**config.mk**
```make
export PLATFORM = sky130hd
export DESIGN_NAME = mil_bc_msg_seq_flat
export DESIGN_NICKNAME = d
export VERILOG_FILES = /design/src/rtl/mil_bc_msg_seq_if.sv /design/src/rtl/mil_bc_msg_seq.sv /design/src/flat_wrapper.sv
export SDC_FILE = /design/constraint.sdc
export NUM_CORES = 1
export LEC_CHECK = 0
export CAP_MARGIN = 15
export CORE_UTILIZATION = 43
export CTS_CLUSTER_DIAMETER = 200
export DETAILED_ROUTE_END_ITERATION = 8
export GPL_ROUTABILITY_DRIVEN = 0
export PLACE_DENSITY = 0.77
export REMOVE_ABC_BUFFERS = 1
export SYNTH_ARGS = -nofsm -noshare
export SYNTH_HDL_FRONTEND = slang
export SYNTH_SLANG_ARGS = --single-unit
```
**constraint.sdc**
```tcl
create_clock -name clk -period 2.3 [get_ports clk]
set_input_delay 0.575 -clock clk [delete_from_list [all_inputs] [get_ports clk]]
set_output_delay 0.575 -clock clk [all_outputs]
set_load 0.01 [all_outputs]
```
**src/rtl/mil_bc_msg_seq_if.sv**
```systemverilog
// Word-datapath bundle for the 1553 BC sequencer: transmitter handshake,
// BC->RT data buffer read port, receiver word stream and RT->BC write port.
interface mil_bc_msg_seq_if;
    logic        tx_req;
    logic        tx_cw;
    logic [15:0] tx_dat;
    logic        tx_ack;
    logic        tx_done;
    logic [4:0]  d_addr;
    logic [15:0] d_in;
    logic        rx_ok;
    logic [15:0] rx_dat;
    logic        rx_cw;
    logic        rx_perr;
    logic        rd_we;
    logic [4:0]  rd_addr;
    logic [15:0] rd_dat;

    // Sequencer side.
    modport master (
        output tx_req, tx_cw, tx_dat, d_addr, rd_we, rd_addr, rd_dat,
        input  tx_ack, tx_done, d_in, rx_ok, rx_dat, rx_cw, rx_perr
    );

    // Datapath / buffer side.
    modport slave (
        input  tx_req, tx_cw, tx_dat, d_addr, rd_we, rd_addr, rd_dat,
        output tx_ack, tx_done, d_in, rx_ok, rx_dat, rx_cw, rx_perr
    );
endinterface

```
**src/rtl/mil_bc_msg_seq.sv**
```systemverilog
// MIL-STD-1553 bus-controller message sequencer: one command word in, one
// complete BC<->RT transfer out, finished by a single done pulse and error code.
module mil_bc_msg_seq #(
    parameter int unsigned Fclk   = 50000000,
    parameter int unsigned TXvel  = 1000000,
    parameter int unsigned T_RESP = 14
) (
    input  logic             clk,
    input  logic             rst_n,
    input  logic             start,
    input  logic [15:0]      cmd,
    output logic             busy,
    output logic             done,
    output logic [2:0]       err,
    output logic [15:0]      status,
    mil_bc_msg_seq_if.master bus
);
    localparam int unsigned DIV        = Fclk / TXvel;
    localparam int unsigned DIV_W      = (DIV > 1) ? $clog2(DIV) : 1;
    localparam int unsigned TMO_W      = $clog2(T_RESP + 1);
    localparam logic [4:0]  BCAST_ADDR = 5'd31;

    typedef enum logic [2:0] {
        IDLE, SEND_CMD, SEND_DAT, WAIT_STAT, RECV_DAT, FIN
    } state_t;

    typedef enum logic [2:0] {
        ERR_OK      = 3'd0,
        ERR_TIMEOUT = 3'd1,
        ERR_PARITY  = 3'd2,
        ERR_SYNC    = 3'd3,
        ERR_ADDR    = 3'd4
    } err_t;

    state_t           state_q, state_d;
    logic [15:0]      cmd_q, cmd_d;
    logic [5:0]       n_q, n_d;          // word count, 1..32
    logic [4:0]       idx_q, idx_d;      // current data word index
    logic [DIV_W-1:0] div_q, div_d;      // bit-time divider
    logic [TMO_W-1:0] tmo_q, tmo_d;      // response timeout in bit times
    logic             busy_q, busy_d;
    logic             done_q, done_d;
    err_t             err_q, err_d;
    logic [15:0]      status_q, status_d;
    logic             tx_req_q, tx_req_d;
    logic             tx_cw_q, tx_cw_d;
    logic             rd_we_q, rd_we_d;
    logic [4:0]       rd_addr_q, rd_addr_d;
    logic [15:0]      rd_dat_q, rd_dat_d;

    logic is_tx_mode, is_bcast, last_word, tick, timeout;
    logic fin;
    err_t fin_code;

    assign is_tx_mode = cmd_q[10];
    assign is_bcast   = (cmd_q[15:11] == BCAST_ADDR);
    assign last_word  = ({1'b0, idx_q} == (n_q - 6'd1));
    assign tick       = (div_q == DIV_W'(DIV - 1));
    assign timeout    = tick && (tmo_q == TMO_W'(T_RESP - 1));

    // Next-state logic for the message sequencer and all registered outputs.
    always_comb begin
        // NOTE: every _d starts from its hold value so no branch can infer a latch.
        state_d   = state_q;
        cmd_d     = cmd_q;
        n_d       = n_q;
        idx_d     = idx_q;
        busy_d    = busy_q;
        done_d    = 1'b0;
        err_d     = err_q;
        status_d  = status_q;
        tx_req_d  = tx_req_q;
        tx_cw_d   = tx_cw_q;
        rd_we_d   = 1'b0;
        rd_addr_d = rd_addr_q;
        rd_dat_d  = rd_dat_q;
        fin       = 1'b0;
        fin_code  = ERR_OK;
        div_d     = '0;
        tmo_d     = '0;

        // The response timer only runs while a word is expected from the RT.
        if (state_q == WAIT_STAT || state_q == RECV_DAT) begin
            div_d = tick ? '0 : div_q + DIV_W'(1);
            tmo_d = tick ? tmo_q + TMO_W'(1) : tmo_q;
        end

        case (state_q)
            IDLE: begin
                if (start) begin
                    cmd_d    = cmd;
                    n_d      = (cmd[4:0] == 5'd0) ? 6'd32 : {1'b0, cmd[4:0]};
                    idx_d    = 5'd0;
                    err_d    = ERR_OK;
                    busy_d   = 1'b1;
                    tx_req_d = 1'b1;
                    tx_cw_d  = 1'b1;
                    state_d  = SEND_CMD;
                end
            end

            SEND_CMD, SEND_DAT: begin
                if (tx_req_q) begin
                    if (bus.tx_ack) tx_req_d = 1'b0;
                end else if (bus.tx_done) begin
                    if (state_q == SEND_CMD && !is_tx_mode) begin
                        idx_d    = 5'd0;
                        tx_req_d = 1'b1;
                        tx_cw_d  = 1'b0;
                        state_d  = SEND_DAT;
                    end else if (state_q == SEND_DAT && !last_word) begin
                        idx_d    = idx_q + 5'd1;
                        tx_req_d = 1'b1;
                    end else if (state_q == SEND_DAT && is_bcast) begin
                        fin = 1'b1;
                    end else begin
                        div_d   = '0;
                        tmo_d   = '0;
                        state_d = WAIT_STAT;
                    end
                end
            end

            WAIT_STAT: begin
                if (bus.rx_ok) begin
                    status_d = bus.rx_dat;
                    if (bus.rx_perr) begin
                        fin = 1'b1; fin_code = ERR_PARITY;
                    end else if (!bus.rx_cw) begin
                        fin = 1'b1; fin_code = ERR_SYNC;
                    end else if (bus.rx_dat[15:11] != cmd_q[15:11]) begin
                        fin = 1'b1; fin_code = ERR_ADDR;
                    end else if (is_tx_mode) begin
                        idx_d   = 5'd0;
                        div_d   = '0;
                        tmo_d   = '0;
                        state_d = RECV_DAT;
                    end else begin
                        fin = 1'b1;
                    end
                end else if (timeout) begin
                    fin = 1'b1; fin_code = ERR_TIMEOUT;
                end
            end

            RECV_DAT: begin
                if (bus.rx_ok) begin
                    if (bus.rx_perr) begin
                        fin = 1'b1; fin_code = ERR_PARITY;
                    end else if (bus.rx_cw) begin
                        fin = 1'b1; fin_code = ERR_SYNC;
                    end else begin
                        rd_we_d   = 1'b1;
                        rd_addr_d = idx_q;
                        rd_dat_d  = bus.rx_dat;
                        if (last_word) begin
                            fin = 1'b1;
                        end else begin
                            idx_d = idx_q + 5'd1;
                            div_d = '0;
                            tmo_d = '0;
                        end
                    end
                end else if (timeout) begin
                    fin = 1'b1; fin_code = ERR_TIMEOUT;
                end
            end

            FIN: begin
                busy_d  = 1'b0;
                state_d = IDLE;
            end

            default: state_d = IDLE;
        endcase

        if (fin) begin
            done_d  = 1'b1;
            err_d   = fin_code;
            state_d = FIN;
        end
    end

    // State and output registers; reset aborts any message in flight.
    always_ff @(posedge clk or negedge rst_n) begin
        // NOTE: sequential state uses non-blocking assignments only.
        if (!rst_n) begin
            state_q   <= IDLE;
            cmd_q     <= '0;
            n_q       <= '0;
            idx_q     <= '0;
            div_q     <= '0;
            tmo_q     <= '0;
            busy_q    <= 1'b0;
            done_q    <= 1'b0;
            err_q     <= ERR_OK;
            status_q  <= '0;
            tx_req_q  <= 1'b0;
            tx_cw_q   <= 1'b0;
            rd_we_q   <= 1'b0;
            rd_addr_q <= '0;
            rd_dat_q  <= '0;
        end else begin
            state_q   <= state_d;
            cmd_q     <= cmd_d;
            n_q       <= n_d;
            idx_q     <= idx_d;
            div_q     <= div_d;
            tmo_q     <= tmo_d;
            busy_q    <= busy_d;
            done_q    <= done_d;
            err_q     <= err_d;
            status_q  <= status_d;
            tx_req_q  <= tx_req_d;
            tx_cw_q   <= tx_cw_d;
            rd_we_q   <= rd_we_d;
            rd_addr_q <= rd_addr_d;
            rd_dat_q  <= rd_dat_d;
        end
    end

    assign busy        = busy_q;
    assign done        = done_q;
    assign err         = err_q;
    assign status      = status_q;
    assign bus.tx_req  = tx_req_q;
    assign bus.tx_cw   = tx_cw_q;
    // The data word comes straight from the buffer addressed by the word index.
    assign bus.tx_dat  = (state_q == SEND_CMD) ? cmd_q :
                         (state_q == SEND_DAT) ? bus.d_in : 16'h0000;
    assign bus.d_addr  = idx_q;
    assign bus.rd_we   = rd_we_q;
    assign bus.rd_addr = rd_addr_q;
    assign bus.rd_dat  = rd_dat_q;
endmodule

```
**src/flat_wrapper.sv**
```systemverilog
// flat-port wrapper written by rule: the top's interface ports become plain ports
module mil_bc_msg_seq_flat 
#(
    parameter int unsigned Fclk   = 50000000,
    parameter int unsigned TXvel  = 1000000,
    parameter int unsigned T_RESP = 14
)
  (clk, rst_n, start, cmd, busy, done, err, status, bus_tx_req, bus_tx_cw, bus_tx_dat, bus_d_addr, bus_rd_we, bus_rd_addr, bus_rd_dat, bus_tx_ack, bus_tx_done, bus_d_in, bus_rx_ok, bus_rx_dat, bus_rx_cw, bus_rx_perr);
  mil_bc_msg_seq_if bus_i ();
  input  logic clk;
  input  logic rst_n;
  input  logic start;
  input  logic [15:0] cmd;
  output logic busy;
  output logic done;
  output logic [2:0] err;
  output logic [15:0] status;
  output wire logic [$bits(bus_i.tx_req)-1:0] bus_tx_req;
  output wire logic [$bits(bus_i.tx_cw)-1:0] bus_tx_cw;
  output wire logic [$bits(bus_i.tx_dat)-1:0] bus_tx_dat;
  output wire logic [$bits(bus_i.d_addr)-1:0] bus_d_addr;
  output wire logic [$bits(bus_i.rd_we)-1:0] bus_rd_we;
  output wire logic [$bits(bus_i.rd_addr)-1:0] bus_rd_addr;
  output wire logic [$bits(bus_i.rd_dat)-1:0] bus_rd_dat;
  input wire logic [$bits(bus_i.tx_ack)-1:0] bus_tx_ack;
  input wire logic [$bits(bus_i.tx_done)-1:0] bus_tx_done;
  input wire logic [$bits(bus_i.d_in)-1:0] bus_d_in;
  input wire logic [$bits(bus_i.rx_ok)-1:0] bus_rx_ok;
  input wire logic [$bits(bus_i.rx_dat)-1:0] bus_rx_dat;
  input wire logic [$bits(bus_i.rx_cw)-1:0] bus_rx_cw;
  input wire logic [$bits(bus_i.rx_perr)-1:0] bus_rx_perr;
  assign bus_tx_req = bus_i.tx_req;
  assign bus_tx_cw = bus_i.tx_cw;
  assign bus_tx_dat = bus_i.tx_dat;
  assign bus_d_addr = bus_i.d_addr;
  assign bus_rd_we = bus_i.rd_we;
  assign bus_rd_addr = bus_i.rd_addr;
  assign bus_rd_dat = bus_i.rd_dat;
  assign bus_i.tx_ack = bus_tx_ack;
  assign bus_i.tx_done = bus_tx_done;
  assign bus_i.d_in = bus_d_in;
  assign bus_i.rx_ok = bus_rx_ok;
  assign bus_i.rx_dat = bus_rx_dat;
  assign bus_i.rx_cw = bus_rx_cw;
  assign bus_i.rx_perr = bus_rx_perr;
  mil_bc_msg_seq #(.Fclk(Fclk), .TXvel(TXvel), .T_RESP(T_RESP)) u_core (.clk(clk), .rst_n(rst_n), .start(start), .cmd(cmd), .busy(busy), .done(done), .err(err), .status(status), .bus(bus_i));
endmodule
```
Word level (Yosys, flattened, before mapping). Cells that the tools add are included.

Bits in registers: 85. Bits in latches: 0. Bits in writable memories: 0. ROM bits: 0. Bits of input ports: 56. Output and inout port bits: 66. Logic and storage cells: 190. Memories: 0.

$add $sub $neg: 4. $mul: 0. Divide/modulo/power cells: 0. Magnitude comparators: 0. Equality and inequality tests: 35. Shift operators: 0. Mux-type cells: 110. Bitwise logic cells: 2. Reduce and logical (&&, ||, !) cells: 24.

Operators with widths (number): 6-bit 2-to-1 mux (17); 5-bit 2-to-1 mux (14); 4-bit 2-to-1 mux (16); 3-bit 2-to-1 mux (21); 16-bit 2-to-1 mux (2); 1-bit 2-to-1 mux (30); 2-bit != test, second input constant (11); 5-bit one-hot mux with 4 select lines (1); 3-bit by 2-bit != test with 1-bit output, second input constant (6); 6-bit one-hot mux with 3 select lines (1); 14-bit AND reduction (1); 3-bit one-hot mux with 4 select lines (1); 4-bit one-hot mux with 3 select lines (1); 11-bit AND reduction (1); 2-bit AND reduction (5); 4-bit by 2-bit != test with 1-bit output, second input constant (2); 2-bit nonzero test (4); 6-bit by 1-bit adder with 6-bit output, second input constant (1); 3-bit by 2-bit == test with 1-bit output, second input constant (2); 3-bit == test, second input constant (2); 5-bit by 6-bit == test with 1-bit output (1); 6-bit == test, second input constant (1); 2-bit by 1-bit != test with 1-bit output, second input constant (3); 3-bit by 1-bit != test with 1-bit output, second input constant (2); 22 further kinds (29).

Logic depth before layout (Yosys ltp).
Word-level depth: 11. Depth in mapped cells: 8.

Worst setup path after synthesis. No wires, ideal clock.

Path kind: register -> register. Start point: reg u_core.n_q[0]. End point: reg u_core.idx_q[0], in the netlist u_core.bus.d_addr[0]. Data arrival time: 2.107 ns. Required time: 2.175 ns. Path slack: 0.068 ns. Stages on the path, launching flop included: 9. Path buffers: 0. Cell sequence: dfrtp_1 inv_1 ha_1 xnor2_1 a211oi_1 o31ai_2 a211oi_2 or2_4 mux2_4.

Longest elaborated chain between the ends: 6. Elaborated cells on any way between the ends: 7. Classes of those cells: 1 x add/sub; 3 x eq/ne; 3 x reduce/logical.

Ends and longest elaborated chain: start, declared (RTL line mil_bc_msg_seq.sv:37) `logic [5:0] n_q, n_d;`; start signal, assigned (RTL line mil_bc_msg_seq.sv:206) `n_q <= n_d;`; 6-bit by 1-bit subtractor with 6-bit output (*) (RTL line mil_bc_msg_seq.sv:57) `assign last_word = ({1'b0, idx_q} == (n_q - 6'd1));`; 5-bit by 6-bit == test with 1-bit output (*) (RTL line mil_bc_msg_seq.sv:57); 1-bit zero test (RTL line mil_bc_msg_seq.sv:111) `end else if (state_q == SEND_DAT && !last_word) begin`; 1-bit logical AND (RTL line mil_bc_msg_seq.sv:111); 3-bit by 1-bit != test with 1-bit output (no source line); 14-bit AND reduction (no source line) (*); end signal, assigned (RTL line mil_bc_msg_seq.sv:207) `idx_q <= idx_d;`; end, declared (RTL line mil_bc_msg_seq.sv:38) `logic [4:0] idx_q, idx_d;`.

Every way passes the cells marked *; elsewhere a longest branch is shown, timed or not. A chain may end at the register's enable or synchronous reset.

Final worst setup path.
Start point: in bus_rx_dat[15]. End point: reg u_core.idx_q[2], in the netlist u_core.bus.d_addr[2].

Longest elaborated chain between the ends: 3.

Ends and longest elaborated chain: start, declared (RTL line flat_wrapper.sv:29) `input wire logic [$bits(bus_i.rx_dat)-1:0] bus_rx_dat;`; 5-bit != test (RTL line mil_bc_msg_seq.sv:131) `end else if (bus.rx_dat[15:11] != cmd_q[15:11]) begin`; 2-bit != test (no source line); 14-bit AND reduction (no source line).

Every way passes these cells.

==> run_summary.xml <==
<?xml version="1.0" encoding="UTF-8"?>
<metrics>
  <group name="clocking">
    <metric name="htree_num_levels" unit="">3</metric>
    <metric name="max-clock-path-buffers" unit="">2</metric>
    <metric name="cts.reportedPaths.clkPinSlew" unit="ns">0.09</metric>
    <metric name="cts_hold_buffers" unit="">0</metric>
    <metric name="cts_made_buffers" unit="">9</metric>
    <metric name="cts_root_buf" unit="">sky130_fd_sc_hd__clkbuf_8</metric>
    <metric name="clock_latency" unit="ns">0.36</metric>
    <metric name="cts_tree" unit="">built</metric>
    <metric name="clock_sinks" unit="">85</metric>
  </group>
  <group name="place">
    <metric name="detailed_place_hpwl" unit="um">8250</metric>
    <metric name="place.port_buffers" unit="">121</metric>
    <metric name="detailed_place.area" unit="mm^2">0.00580</metric>
  </group>
  <group name="power">
    <metric name="power_per_cell_area" unit="mW/mm^2">1220</metric>
    <metric name="vdd_drop_max" unit="V">0.000701</metric>
    <metric name="p_leak" unit="nW">2.75</metric>
  </group>
  <group name="detailed_routing">
    <metric name="remaining_drc_errors" unit="">0</metric>
    <metric name="via_count" unit="">3597</metric>
    <metric name="ant_nets" unit="">0</metric>
    <metric name="detail_route.iter0.violations" unit="">132</metric>
    <metric name="detailedRoute.firstPassIterationCount" unit="">4</metric>
    <metric name="drt-wirelength-per-cell" unit="um">16.5</metric>
    <metric name="via_per_inst" unit="">5.27</metric>
    <metric name="post_detailed_routing_wire_length" unit="um">11200</metric>
  </group>
  <group name="sta">
    <metric name="finalSetupViolations" unit="">0</metric>
    <metric name="fin_worst_skew" unit="ns">0.0161</metric>
    <metric name="final.period_utilization" unit="">0.988</metric>
    <metric name="post_route_minimum_period" unit="ns">2.27</metric>
    <metric name="timing.slew.headroom" unit="">0.699</metric>
    <metric name="hold_violations" unit="">0</metric>
    <metric name="timing.fmax" unit="MHz">440</metric>
    <metric name="final_max_slew_viol_count" unit="">0</metric>
    <metric name="worst_slew_pin_tran" unit="ns">0.449</metric>
  </group>
  <group name="global_routing">
    <metric name="vias_in_the_first_global_route" unit="">3954</metric>
    <metric name="track_usage" unit="">0.236</metric>
    <metric name="grt_antenna_before_repair" unit="">0</metric>
    <metric name="grt_first_pass_wirelength" unit="um">18400</metric>
    <metric name="grt_overflow" unit="">0</metric>
    <metric name="grt_start_max_net_pins" unit="">45</metric>
  </group>
  <group name="critical_path">
    <metric name="cp_slowest_stage_delay" unit="ns">0.45</metric>
    <metric name="timing.critical_path.fanout_max" unit="">4</metric>
    <metric name="category_of_cells_accounting_for_the_largest_share_of_critical_path_delay" unit="">compound AO/OA/AOI/OAI gates</metric>
    <metric name="critical_path_cell_by_cell" unit="">clkdlybuf4s50_1 &gt; xnor2_1 &gt; nand3_2 &gt; o31ai_2 &gt; o211ai_1 &gt; buf_4 &gt; o31ai_1 &gt; o21ai_0</metric>
    <metric name="critical-path-slowest-cell" unit="">sky130_fd_sc_hd__clkdlybuf4s50_1</metric>
    <metric name="timing_worst_setup_path_type" unit="">primary input to flop</metric>
    <metric name="cp-end-kind" unit="">flop</metric>
    <metric name="setup.worst_path.start_class" unit="">primary input</metric>
    <metric name="critPathRequiredTime" unit="ns">2.52</metric>
    <metric name="critical_path_arrival" unit="ns">2.50</metric>
    <metric name="timing.critical_path.buf_inv" unit="">2</metric>
  </group>
  <group name="synthesis">
    <metric name="synth-edff-count" unit="">0</metric>
    <metric name="synth_area" unit="mm^2">0.00414</metric>
    <metric name="synth_top_flop_cell" unit="">sky130_fd_sc_hd__dfrtp_1</metric>
    <metric name="synth_top_area_frac" unit="">0.514</metric>
    <metric name="post_synth_inst_count" unit="">388</metric>
    <metric name="synthesis.yosys.warnings" unit="">0</metric>
    <metric name="synth-seq-cells" unit="">85</metric>
    <metric name="synthArstFlopShare" unit="">1.00</metric>
    <metric name="synth_seq_area_share" unit="">0.514</metric>
    <metric name="yosys.area.top_type" unit="">sky130_fd_sc_hd__dfrtp_1</metric>
    <metric name="synth.distinct_cells" unit="">56</metric>
    <metric name="synth_top_cells_by_area" unit="">sky130_fd_sc_hd__dfrtp_1, sky130_fd_sc_hd__mux2_2, sky130_fd_sc_hd__nand2_1, sky130_fd_sc_hd__a22o_1, sky130_fd_sc_hd__xnor2_1</metric>
    <metric name="syn_area_per_cell" unit="um^2">10.7</metric>
  </group>
  <group name="cells_and_area">
    <metric name="final_instance_area" unit="mm^2">0.00603</metric>
    <metric name="nNetsFinal" unit="">610</metric>
    <metric name="syn2layout_area_growth" unit="%">45.7</metric>
    <metric name="most-common-layout-cells" unit="">sky130_fd_sc_hd__clkdlybuf4s50_1, sky130_fd_sc_hd__dfrtp_1, sky130_fd_sc_hd__nand2_1</metric>
    <metric name="antenna-diode-count" unit="">0</metric>
    <metric name="post_route_cells_drive_above_1_share" unit="">0.228</metric>
    <metric name="layout_commonest_cell" unit="">sky130_fd_sc_hd__clkdlybuf4s50_1</metric>
    <metric name="final_core_util" unit="">0.649</metric>
  </group>
  <group name="run_status">
    <metric name="run_status" unit="">complete, no violations</metric>
  </group>
  <group name="job">
    <metric name="drv.max_cap_violation_count" unit="">0</metric>
  </group>
  <group name="floorplanning">
    <metric name="top_level_ports" unit="">122</metric>
    <metric name="rows" unit="">35</metric>
    <metric name="initial_core_util" unit="">0.446</metric>
    <metric name="core_region_area" unit="mm^2">0.00928</metric>
    <metric name="die_width" unit="um">100</metric>
    <metric name="die-height" unit="um">100</metric>
    <metric name="floorplan.die_area" unit="mm^2">0.0100</metric>
  </group>
  <group name="min_path">
    <metric name="hp-class" unit="">primary input to asynchronous set/reset pin</metric>
  </group>
</metrics>
[registers in the layout (all words and copies together) (netlist names), 3 cells and up]
register and cells:
u_core.bus.d_addr 5, u_core.bus.rd_addr 5, u_core.bus.rd_dat 16, u_core.cmd_q 16
u_core.div_q 6, u_core.err 3, u_core.n_q 6, u_core.state_q 3
u_core.status 16, u_core.tmo_q 4
[routing by layer]
metal | global-route usage | wire [um] | share of wire | vias to the layer above
li1 | - | - | - | 1686
met1 | 0.269 | 4610 | 0.41 | 1746
met2 | 0.412 | 5460 | 0.49 | 139
met3 | 0.0752 | 887 | 0.079 | 26
met4 | 0.0948 | 295 | 0.026 | 0
met5 | 0 | 0 | 0 | -
[path summary, 6_finish.rpt]
kind                                                   from                          endpoint  slack (ns)  depth (start not counted)
worst max-delay path                         bus_rx_dat[15]  u_core.bus.d_addr[2]$_DFFE_PN0P_        0.03                          8
worst min-delay path                                  rst_n       u_core.cmd_q[2]$_DFFE_PN0P_        0.11                          1
worst max register to register    u_core.n_q[1]$_DFFE_PN0P_  u_core.bus.d_addr[2]$_DFFE_PN0P_        0.11                          9
worst min register to register  u_core.cmd_q[4]$_DFFE_PN0P_       u_core.cmd_q[4]$_DFFE_PN0P_        0.49                          2
max in group asynchronous                             rst_n         u_core.tmo_q[3]$_DFF_PN0_        1.62                          2
min in group clk                u_core.cmd_q[4]$_DFFE_PN0P_       u_core.cmd_q[4]$_DFFE_PN0P_        0.49                          2
[synthesized netlist by cell type, drive strengths merged (2+ instances only)]
cell type   n
dfrtp      85
nand2      71
mux2       38
nor2       23
o21ai      17
a22o       16
nand3      13
clkbuf     11
xnor2      10
inv         9
buf         7
o31ai       7
ha          6
nand2b      6
xor2        6
a211oi      5
nor2b       5
nor3        5
a21oi       4
nand3b      4
and3        3
a21boi      2
mux2i       2
nand4       2
nor4        2
o211ai      2
o22a        2
o22ai       2
o31a        2
o32ai       2
o41ai       2
or2         2
or3         2
[kinds of logic after synthesis]
kind of cell,after synthesis,share of synthesized area
DFF,85,0.514
muxes,40,0.109
buffers and inverters,27,0.0281
xor gates and xnor gates,16,0.0339
AOI/OAI and AO/OA,70,0.129
adders and majority gates,6,0.0181
and+or+nand+nor,144,0.168
[per-stage QoR]
stage	hold WS [ns]	setup slack (ns)	cells	setup TNS (ns)	power, mW
after floorplan	0.279	0.0682	370	0	4.28
after global placement	0.462	-0.288	663	-2.25	6.12
after detailed placement	0.471	-0.396	663	-4.03	6.24
after CTS	0.104	0.0117	681	0	7.33
after global routing	0.119	-0.0997	682	-0.119	7.80
final	0.109	0.0284	682	0	7.33
[timing repair]
item	4_1_cts	5_1_grt
pin swaps	1	2
setup buffers	2	1
setup endpoints to repair	27	15
resized for setup	36	4
[power by group]
part	internal (mW)	leakage [nW]	switching [mW]
registers	2.06	1.09	0.441
clock network	0.517	0.102	0.582
logic	1.99	1.56	1.74
total	4.57	2.75	2.76
[area by class of cell]
type / count / area (um^2)
fillers: 772 / 3250
clock buffers: 9 / 124
multi-input cells: 276 / 1930
repair buffers: 167 / 1570
flip-flops and latches: 85 / 2130
inverters: 9 / 33.8
clock inverters: 7 / 80.1
well taps: 129 / 161
Note: power is estimated with default switching activity, not from simulation.
